## src/rtl/rst_seq_pkg.sv

```systemverilog
// rtl/rst_seq_pkg.sv - shared types, widths and helpers for the reset sequencer
// Purpose: state encoding visible on the debug port, fixed output widths, and
//          the counter width helper used to size each cycle counter.
// Ports:   none (package).
package rst_seq_pkg;

    localparam int STATE_W    = 2;
    localparam int LOSS_CNT_W = 8;

    typedef enum logic [STATE_W-1:0] {
        WAIT_LOCK = 2'd0,
        RELEASE   = 2'd1,
        RUN       = 2'd2
    } state_e;

    // One extra bit so a counter can hold the cycle count itself, not just count-1.
    function automatic int cnt_width(input int cycles);
        return $clog2(cycles) + 1;
    endfunction

endpackage

```

## src/rtl/sat_counter.sv

```systemverilog
// rtl/sat_counter.sv - saturating up-counter with synchronous clear
// Purpose: counts enabled cycles up to LIMIT and holds there; clear wins over enable.
// Ports:   clk_i      clock
//          rst_i      synchronous active-high reset (count -> 0)
//          clear_i    synchronous clear (count -> 0)
//          enable_i   count one step when not saturated
//          count_o    current count
//          at_limit_o count_o == LIMIT
module sat_counter #(
    parameter int WIDTH = 4,
    parameter int LIMIT = 15
) (
    input  logic             clk_i,
    input  logic             rst_i,
    input  logic             clear_i,
    input  logic             enable_i,
    output logic [WIDTH-1:0] count_o,
    output logic             at_limit_o
);

    localparam logic [WIDTH-1:0] LIM = WIDTH'(LIMIT);

    logic [WIDTH-1:0] cnt_q;
    logic [WIDTH-1:0] cnt_d;

    always_comb begin
        cnt_d = cnt_q;
        if (clear_i) begin
            cnt_d = '0;
        end else if (enable_i && (cnt_q != LIM)) begin
            cnt_d = cnt_q + WIDTH'(1);
        end
    end

    always_ff @(posedge clk_i) begin
        if (rst_i) begin
            cnt_q <= '0;
        end else begin
            cnt_q <= cnt_d;
        end
    end

    assign count_o    = cnt_q;
    assign at_limit_o = (cnt_q == LIM);

endmodule

```

## src/rtl/reset_sequencer.sv

```systemverilog
// rtl/reset_sequencer.sv - staged reset release driven by clock-generator lock
// Purpose: holds all stages in reset until lock is stable, releases them one by
//          one with a fixed gap, and re-asserts everything on lock loss or a
//          software re-sequence request.
// Ports:   clk_in        clock
//          reset_in      synchronous active-high reset
//          locked_in     lock flag (already synchronous to clk_in)
//          sw_reset_req  single-cycle re-sequence request
//          rst_out       per-stage active-high resets, bit 0 released first
//          all_ready     every stage released and final gap elapsed
//          lock_fault    sticky: no lock within LOCK_TIMEOUT_CYCLES
//          state_out     debug state (WAIT_LOCK=0, RELEASE=1, RUN=2)
//          lock_loss_cnt lock-loss aborts, saturating (only with RST_SEQ_STATS_EN)
// Build option: define RST_SEQ_STATS_EN to add the lock_loss_cnt port and counter.
module reset_sequencer
    import rst_seq_pkg::*;
#(
    parameter int NUM_STAGES          = 3,
    parameter int LOCK_STABLE_CYCLES  = 16,
    parameter int STAGE_GAP_CYCLES    = 8,
    parameter int LOCK_TIMEOUT_CYCLES = 1024
) (
    input  logic                  clk_in,
    input  logic                  reset_in,
    input  logic                  locked_in,
    input  logic                  sw_reset_req,
    output logic [NUM_STAGES-1:0] rst_out,
    output logic                  all_ready,
    output logic                  lock_fault,
    output logic [STATE_W-1:0]    state_out
`ifdef RST_SEQ_STATS_EN
    ,
    output logic [LOSS_CNT_W-1:0] lock_loss_cnt
`endif
);

    localparam int STB_W = cnt_width(LOCK_STABLE_CYCLES);
    localparam int GAP_W = cnt_width(STAGE_GAP_CYCLES);
    localparam int TMO_W = cnt_width(LOCK_TIMEOUT_CYCLES);
    localparam int IDX_W = cnt_width(NUM_STAGES);

    localparam logic [IDX_W-1:0] IDX_LAST = IDX_W'(NUM_STAGES - 1);
    localparam logic [TMO_W-1:0] TMO_LAST = TMO_W'(LOCK_TIMEOUT_CYCLES - 1);

    state_e                  state_q, state_d;
    logic [NUM_STAGES-1:0]   rst_q, rst_d;
    logic                    ready_q, ready_d;
    logic                    fault_q, fault_d;
    logic [IDX_W-1:0]        idx_q, idx_d;

    logic                    stb_clr, gap_clr, gap_en, tmo_clr, tmo_en;
    logic [STB_W-1:0]        stb_cnt;
    logic [GAP_W-1:0]        gap_cnt;
    logic [TMO_W-1:0]        tmo_cnt;
    logic                    stb_done, gap_wrap, tmo_sat;
    logic                    unused_cnt_bits;

    // Stable counter saturates at LOCK_STABLE_CYCLES-1: reaching it with lock
    // still present at this edge is exactly the release condition.
    sat_counter #(.WIDTH(STB_W), .LIMIT(LOCK_STABLE_CYCLES - 1)) u_stable (
        .clk_i      (clk_in),
        .rst_i      (reset_in),
        .clear_i    (stb_clr),
        .enable_i   (locked_in),
        .count_o    (stb_cnt),
        .at_limit_o (stb_done)
    );

    sat_counter #(.WIDTH(GAP_W), .LIMIT(STAGE_GAP_CYCLES - 1)) u_gap (
        .clk_i      (clk_in),
        .rst_i      (reset_in),
        .clear_i    (gap_clr),
        .enable_i   (gap_en),
        .count_o    (gap_cnt),
        .at_limit_o (gap_wrap)
    );

    sat_counter #(.WIDTH(TMO_W), .LIMIT(LOCK_TIMEOUT_CYCLES)) u_timeout (
        .clk_i      (clk_in),
        .rst_i      (reset_in),
        .clear_i    (tmo_clr),
        .enable_i   (tmo_en),
        .count_o    (tmo_cnt),
        .at_limit_o (tmo_sat)
    );

    assign unused_cnt_bits = ^{stb_cnt, gap_cnt};

    always_comb begin
        state_d = state_q;
        rst_d   = rst_q;
        ready_d = ready_q;
        fault_d = fault_q;
        idx_d   = idx_q;
        stb_clr = 1'b1;
        gap_clr = 1'b1;
        gap_en  = 1'b0;
        tmo_clr = 1'b0;
        tmo_en  = 1'b0;

        case (state_q)
            WAIT_LOCK: begin
                tmo_en  = 1'b1;
                // Raise the fault on the edge the timeout count reaches its limit.
                if (tmo_sat || (tmo_cnt == TMO_LAST)) begin
                    fault_d = 1'b1;
                end
                stb_clr = !locked_in || sw_reset_req;
                if (locked_in && !sw_reset_req && stb_done) begin
                    state_d = RELEASE;
                    rst_d   = rst_q << 1;
                    idx_d   = '0;
                    stb_clr = 1'b1;
                end
            end
            RELEASE: begin
                gap_clr = 1'b0;
                gap_en  = 1'b1;
                if (gap_wrap) begin
                    gap_clr = 1'b1;
                    if (idx_q == IDX_LAST) begin
                        state_d = RUN;
                        ready_d = 1'b1;
                    end else begin
                        // Shifting zeros in from bit 0 keeps release strictly in order.
                        rst_d = rst_q << 1;
                        idx_d = idx_q + IDX_W'(1);
                    end
                end
            end
            RUN: begin
            end
            default: begin
                state_d = WAIT_LOCK;
                rst_d   = '1;
                ready_d = 1'b0;
            end
        endcase

        // Abort overrides any release step taken at the same edge.
        if ((state_q != WAIT_LOCK) && (!locked_in || sw_reset_req)) begin
            state_d = WAIT_LOCK;
            rst_d   = '1;
            ready_d = 1'b0;
            idx_d   = '0;
            stb_clr = 1'b1;
            gap_clr = 1'b1;
            gap_en  = 1'b0;
            tmo_clr = 1'b1;
            tmo_en  = 1'b0;
        end
    end

    always_ff @(posedge clk_in) begin
        if (reset_in) begin
            state_q <= WAIT_LOCK;
            rst_q   <= '1;
            ready_q <= 1'b0;
            fault_q <= 1'b0;
            idx_q   <= '0;
        end else begin
            state_q <= state_d;
            rst_q   <= rst_d;
            ready_q <= ready_d;
            fault_q <= fault_d;
            idx_q   <= idx_d;
        end
    end

    assign rst_out    = rst_q;
    assign all_ready  = ready_q;
    assign lock_fault = fault_q;
    assign state_out  = state_q;

`ifdef RST_SEQ_STATS_EN
    logic [LOSS_CNT_W-1:0] loss_q;
    logic                  loss_evt;

    // A simultaneous sw request still counts: lock loss is the cause.
    assign loss_evt = (state_q != WAIT_LOCK) && !locked_in;

    always_ff @(posedge clk_in) begin
        if (reset_in) begin
            loss_q <= '0;
        end else if (loss_evt && (loss_q != '1)) begin
            loss_q <= loss_q + LOSS_CNT_W'(1);
        end
    end

    assign lock_loss_cnt = loss_q;
`endif

endmodule

```

## config.mk

```make
export PLATFORM = sky130hd
export DESIGN_NAME = reset_sequencer
export DESIGN_NICKNAME = d
export VERILOG_FILES = /design/src/rtl/rst_seq_pkg.sv /design/src/rtl/sat_counter.sv /design/src/rtl/reset_sequencer.sv
export SDC_FILE = /design/constraint.sdc
export NUM_CORES = 1
export LEC_CHECK = 0
export BUFFER_PORTS_ARGS = -buffer_cell sky130_fd_sc_hd__buf_2
export CORE_MARGIN = 4
export CORE_UTILIZATION = 31
export DETAILED_ROUTE_END_ITERATION = 8
export GPL_TIMING_DRIVEN = 0
export SLEW_MARGIN = 15
export SYNTH_ARGS = -nofsm -noshare
export SYNTH_HDL_FRONTEND = slang
export SYNTH_SLANG_ARGS = --single-unit
```

## constraint.sdc

```tcl
create_clock -name clk_in -period 2.99 [get_ports clk_in]
set_clock_uncertainty 0.1 [all_clocks]
set_input_delay 0.299 -clock clk_in [delete_from_list [all_inputs] [get_ports clk_in]]
set_output_delay 0.299 -clock clk_in [all_outputs]
set_load 0.005 [all_outputs]
```

After elaboration in Yosys (flattened, before gate mapping)
Cells that the tools add are included.
- output and inout bits: 7
- logic and storage cells: 77
- input port bits: 4
- register bits after elaboration: 30
- reduce and logical (&&, ||, !) cells: 23
- equality and inequality tests: 14
- $add $sub $neg: 4
- multiplexer cells: 26
- bitwise gates (word level): 2
- operator list (operator ; count):
    two-way mux 3 bit ; 6
    two-way mux 1 bit ; 13
    AND reduction 4 bit ; 3
    adder 11 x 1 -> 11 bit, second input constant ; 1
    equality test 11 x 10 -> 1 bit, second input constant ; 1
    equality test 11 bit, second input constant ; 1
    != test 11 bit, second input constant ; 1
    OR reduction 2 bit ; 5
    one-hot mux 3 bit (3 select lines) ; 1
    != test 2 bit, second input constant ; 4
    logical AND 1 bit ; 6
    two-way mux 2 bit ; 3
    one-hot mux 2 bit (3 select lines) ; 1
    one-hot mux 3 bit (2 select lines) ; 1
    adder 5 x 1 -> 5 bit, second input constant ; 1
    equality test 5 x 4 -> 1 bit, second input constant ; 1
    != test 5 x 4 -> 1 bit, second input constant ; 1
    adder 4 x 1 -> 4 bit, second input constant ; 1
    equality test 4 x 3 -> 1 bit, second input constant ; 1
    != test 4 x 3 -> 1 bit, second input constant ; 1
    nonzero test 2 bit ; 2
    adder 3 x 1 -> 3 bit, second input constant ; 1
    equality test 3 x 2 -> 1 bit, second input constant ; 1
    AND reduction 3 bit ; 1
    8 further kinds ; 11

Depth between registers and ports, before layout
Gate-level depths: netlist of run 1.
- word-level depth: 7
- mapped depth: 7

Cells and area by module
From an unflattened synthesis of run 1, not the netlist that was laid out.
- cells, all modules: 191
- area, all modules: 1712.9 sq um
- by module, submodules not included (module ; area each (sq um) ; sequential area each (sq um) ; times used ; cells each):
    reset_sequencer ; 651.9 ; 200.2 ; 1 ; 71
    sat_counter at u_timeout ; 611.8 ; 220.2 ; 1 ; 71
    sat_counter at u_stable ; 241.5 ; 100.1 ; 1 ; 26
    sat_counter at u_gap ; 207.7 ; 80.1 ; 1 ; 23

Worst setup path after synthesis of run 1
No wires, ideal clock.
- path type: reg-to-reg
- start point: reg u_stable.cnt_q[0], in the netlist u_stable.count_o[0]
- end point: reg idx_q[2]
- arrival: 1619 ps
- setup slack: 1201 ps
- clock period less this slack: 1789 ps
- stages on the path, launching flop included: 8
- path buffers: 0
- library setup time: 70 ps
- cells stage by stage: dfxtp_1 ha_1 and3_1 ha_1 and3b_1 a32oi_1 o21ai_0 a21oi_1
- word-level cells in the longest chain between the ends: 4
- ends and longest elaborated chain (element ; RTL line ; RTL):
    start, declared ; sat_counter.sv:23 ; logic [WIDTH-1:0] cnt_q;
    start signal, assigned ; sat_counter.sv:39 ; cnt_q <= cnt_d;
    equality test 5 x 4 -> 1 bit ; sat_counter.sv:44 ; assign at_limit_o = (cnt_q == LIM);
    logical AND 1 bit ; reset_sequencer.sv:109 ; if (locked_in && !sw_reset_req && stb_done) begin
    != test 2 bit (no line) ; n/a ;
    AND reduction 4 bit (no line) ; n/a ;
    end signal, assigned ; reset_sequencer.sv:166 ; idx_q <= idx_d;
    end, declared ; reset_sequencer.sv:49 ; logic [IDX_W-1:0] idx_q, idx_d;
Every way passes these cells.
A chain may end at the register's enable or synchronous reset.

Final worst setup path of run 1
Ends and elaborated chain as after synthesis.

==> out/qor.yml, run 1 <==
async_reset_ff_share_pct: 0
grt_max_degree: 11
dieArea_um2: 5770
ant_nets: 0
layout-drive-gt1-share_pct: 17.3
synth_seq_area_share_pct: 41.9
wl_um: 2760
vias: 1131
vias_per_cell: 4.90
setup_violations: 0
crit_start: "u_stable.count_o[0]"
fin_ws_ns: 0.947
ir_worst_vdd_mv: 0.186
cts_buffers: 5
dr.pass1.iters: 4
die_h_um: 76.0
tns_ns: 0
finalCriticalPeriod_ns: 2.04
crit_path_max_fanout: 6
synth_area_um2: 1430
wl_per_cell_um: 11.9
design_area_um2: 1640
worst_setup_path_start_kind: "register"
start_util_pct: 32.5
ys.flop_type: "dfxtp_1"
hold_violations: 0
overflow: 0
clk_pin_slew_ns: 0.06
rr_worst_depth: 7
hold_depth: 3
syn_avg_cell_area_um2: 8.90
grt_pass1_vias: 1121
slew_viol_final: 0
cts_root_buf: "clkbuf_8"
drtIter0Drc: 36
hold_start: "reset_in"
dp_slack_ns: 0.953
cp.arrival_ns: 2.15
holdBufCountCts: 0
synthToLayoutAreaGrowth_pct: 14.4
cts_resized: 0
r2r-start: "u_stable.count_o[0]"
postCtsSetupBuffers: 0
placed_cell_area_um2: 1550
fmax_mhz: 489
path_class: "reg -> reg"
core-area_um2: 4410
place.gp.congestion: 0.757
slew_headroom_pct: 62.1
drv_cap: 0
synthCells: 161
antenna_found_initial: 0
synth_edf_count: 0
dpl.hpwl_um: 2010
htreeDepth: 2
synth.distinct_cells: 41
cts_max_path_buffers: 2
ios: 11
diodes: 0
min_period_over_period_pct: 68.3
outcome: "finished, final reports clean"
rows: 24
cts.sinks: 30
cts_tree: "done"
min_path_type: "in -> reg"
power_density_nw_per_um2: 474
grt_pass1_wl_um: 4900
ys_ff_latch: 30
p_total_uw: 776
p_leak_uw: 0.000610
grt_usage_pct: 10.4
whs_ns: 0.306
end_kind: "register"
crit_required_ns: 3.10
route.detailed.drc: 0
syn-num-nets: 172
worst_pin_slew_ns: 0.569
clock_latency_ns: 0.28
yosysWarningCount: 0
numPortBuffers: 10
fp.dieW_um: 76.0
rsz0062_at_grt: "no"
final_nets: 189
flip-flops by register name (all words and copies together) (netlist names):
name / flops
rst_out: 3
idx_q: 3
all_ready: 1
state_out: 2
u_gap.count_o: 4
u_timeout.count_o: 11
u_stable.count_o: 5
lock_fault: 1
placed cells by master (no fill, tap or decap), types with 5 or more instances in the layout:
| cell | netlist | final |
|---|---|---|
| clkbuf_8 | 0 | 6 |
| nor4_1 | 6 | 6 |
| dfxtp_1 | 30 | 30 |
| o21ai_0 | 5 | 5 |
| inv_1 | 11 | 11 |
| nand3_1 | 5 | 5 |
| buf_2 | 0 | 10 |
| nor2_1 | 19 | 19 |
| nor3_1 | 6 | 6 |
| nand2_1 | 9 | 9 |
| ha_1 | 7 | 7 |
| xnor2_1 | 8 | 8 |
| a21oi_1 | 7 | 7 |
cells in the mapped netlist, drive strengths merged (3+ instances only):
master,instances,area share (%)
nor4,6,2.6
dfxtp,30,42
xor2,3,1.8
nor2,23,6.7
nor2b,4,1.7
xnor2,8,4.9
nand2,9,2.4
clkbuf,3,0.79
nand3,5,1.7
ha,7,6.1
nand4,3,1.3
a21oi,7,2.4
inv,11,2.9
nor3,6,2.1
o21ai,5,1.7
kinds of logic after synthesis:
family	Yosys count	synth area share, %
compound gates	23	10.7
xor+xnor	11	6.73
fa+ha+maj	7	6.11
buf+inv	16	5.24
flops	30	41.9
mux	3	2.18
simple gates	71	27.1
area by class of cell:
| type | instances | area, um2 |
|---|---|---|
| Inverter | 11 | 41.3 |
| Timing Repair Buffer | 10 | 50.0 |
| Clock inverter | 1 | 5.00 |
| Clock buffer | 7 | 86.3 |
| Sequential cell | 30 | 601 |
| Buffer | 5 | 33.8 |
| Fill cell | 460 | 2780 |
| Tap cell | 52 | 65.1 |
| Multi-Input combinational cell | 115 | 757 |
worst paths after layout:
kind	slack [ns]	endpoint
setup / recovery	0.95	idx_q[2]
hold / removal	0.31	lock_fault
setup reg to reg	0.95	idx_q[2]
hold reg to reg	0.35	u_gap.count_o[0]
critical path: stages, from the launching register on:
cell and delay [ns]:
dfxtp_1 0.32, ha_1 0.20, and3_1 0.18, ha_1 0.19, and3b_1 0.21, a32oi_1 0.43, o21ai_0 0.17, a21oi_1 0.15
through the flow:
step                utilization (%)  instances
floorplan                         -        161
global placement               35.1        223
detailed placement             35.1        223
CTS                            37.1        231
global route                   37.1        231
finish                         37.1        231
power by group:
part	switching [uW]	internal, uW	total [uW]	leakage (uW)
Combinational	19.5	13.1	32.6	0.000320
Clock	150	185	336	0.0000482
Sequential	4.07	404	408	0.000242
per-layer routing:
metal / part of all wire (%) / up-vias / wire (um) / track usage (%)
met1: 49 / 516 / 1360 / 12.5
li1: - / 596 / - / -
met2: 46 / 12 / 1260 / 16.5
met5: 0 / - / 0 / 0
met4: 2.8 / 0 / 76 / 6.41
met3: 2.1 / 7 / 58 / 2.60
Note: power is estimated with default switching activity, not from simulation.
==> run 2, diff against run 1 <==
==> constraint.sdc (replaced) <==
create_clock -name clk_in -period 2.1 [get_ports clk_in]
set_clock_uncertainty 0.1 [all_clocks]
set_input_delay 0.21 -clock clk_in [delete_from_list [all_inputs] [get_ports clk_in]]
set_output_delay 0.21 -clock clk_in [all_outputs]
set_load 0.005 [all_outputs]
==> run 2 against run 1 <==
  * Design area grew 0.53%
  * Cell count is the same
  * Power grew 43%
  * Maximum frequency grew 6.4%
  * Critical endpoint is now rst_out[2]
==> out/qor.yml, run 2 (synthesis results as in run 1) <==
layout-drive-gt1-share_pct: 18.4
dieArea_um2: 5770
cts_buffers: 5
design_area_um2: 1650
synthToLayoutAreaGrowth_pct: 15.0
slew_viol_final: 0
multi_input_area_um2: 764
cts_max_path_buffers: 2
end_kind: "register"
min_period_over_period_pct: 91.5
grt_usage_pct: 10.4
r2r-start: "u_stable.count_o[0]"
postCtsSetupBuffers: 0
worst_pin_slew_ns: 0.530
outcome: "finished, final reports clean"
cts_tree: "done"
dpl.hpwl_um: 2010
largest_reg_flops: 11
p_leak_uw: 0.000614
cp.arrival_ns: 2.03
hold_start: "reset_in"
vias_per_cell: 5.00
drv_cap: 0
overflow: 0
rsz0062_at_grt: "no"
grt_pass1_vias: 1121
hold_depth: 3
worst_setup_path_start_kind: "register"
wl_um: 2790
die_h_um: 76.0
ios: 11
hold_violations: 0
clock_latency_ns: 0.28
drtIter0Drc: 49
setup_violations: 0
finalCriticalPeriod_ns: 1.92
crit_path_max_fanout: 3
power_density_nw_per_um2: 672
vias: 1156
final_nets: 189
min_path_type: "in -> reg"
diodes: 0
place.gp.congestion: 0.757
fp.dieW_um: 76.0
r2r_end: "rst_out[2]"
whs_ns: 0.215
ant_nets: 0
placed_cell_area_um2: 1550
dp_slack_ns: 0.0631
tns_ns: 0
seq_area_um2: 601
ir_worst_vdd_mv: 0.267
htreeDepth: 2
rr_worst_depth: 7
fmax_mhz: 521
fin_ws_ns: 0.179
crit_start: "u_stable.count_o[0]"
cts_root_buf: "clkbuf_8"
ff2ff_setup_slack_ns: 0.18
grt_max_degree: 11
fill_cells: 458
whs_endpoint: "lock_fault"
final_common_cell: "dfxtp_1"
grt_pass1_wl_um: 4900
cts_resized: 0
slew_headroom_pct: 64.3
core-area_um2: 4410
path_class: "reg -> reg"
wl_per_cell_um: 12.1
numPortBuffers: 10
route.detailed.drc: 0
holdBufCountCts: 0
mostFrequentLayoutCells: "dfxtp_1, nor2_1, inv_1, buf_2, nand2_1"
rows: 24
start_util_pct: 32.5
crit_required_ns: 2.21
antenna_found_initial: 0
clk_pin_slew_ns: 0.07
cts.sinks: 30
dr.pass1.iters: 4
run 2: through the flow:
step,total power [uW],instances,util [%]
2_1_floorplan,626,161,-
3_3_place_gp,640,223,35.1
3_5_place_dp,641,223,35.1
4_1_cts,1130,231,37.1
5_1_grt,1150,231,37.3
6_report,1110,231,37.3
run 2: worst max path at each step:
| stage | depth (start not counted) | endpoint |
|---|---|---|
| floorplan | 7 | idx_q[2] |
| global placement | 7 | idx_q[2] |
| detailed placement | 7 | idx_q[2] |
| CTS | 7 | idx_q[2] |
| global route | 6 | rst_out[1] |
| finish | 7 | rst_out[2] |
run 2: worst max-delay path, cell delays in order, from the launching register on:
cell and delay (ns):
dfxtp_1 0.35, ha_1 0.17, and3_1 0.16, ha_1 0.17, or4bb_2 0.52, o211ai_1 0.14
o32ai_1 0.13, a21oi_1 0.13
run 2: layout make-up:
type	count	share of cell area, %
Clock buffer	7	5.24
Multi-Input combinational cell	115	46.4
Buffer	5	2.13
Timing Repair Buffer	10	3.04
Clock inverter	1	0.304
Sequential cell	30	36.4
Tap cell	52	3.95
Inverter	11	2.51
run 2: power breakdown:
group | switching, uW | internal [uW] | total, uW | leakage (uW)
registers | 6.06 | 575 | 581 | 0.000242
clock network | 216 | 264 | 480 | 0.0000482
logic | 28.0 | 18.9 | 46.9 | 0.000323
total | 250 | 858 | 1110 | 0.000614
run 2: per-layer routing:
layer  GRT usage (%)  routed length [um]  part of all wire, %  vias to the layer above
li1                -                   -                    -                      599
met1            12.5                1350                   48                      533
met2            16.5                1290                   46                       17
met3            2.60                  68                  2.4                        7
met4            6.41                  76                  2.7                        0
met5               0                   0                    0                        -
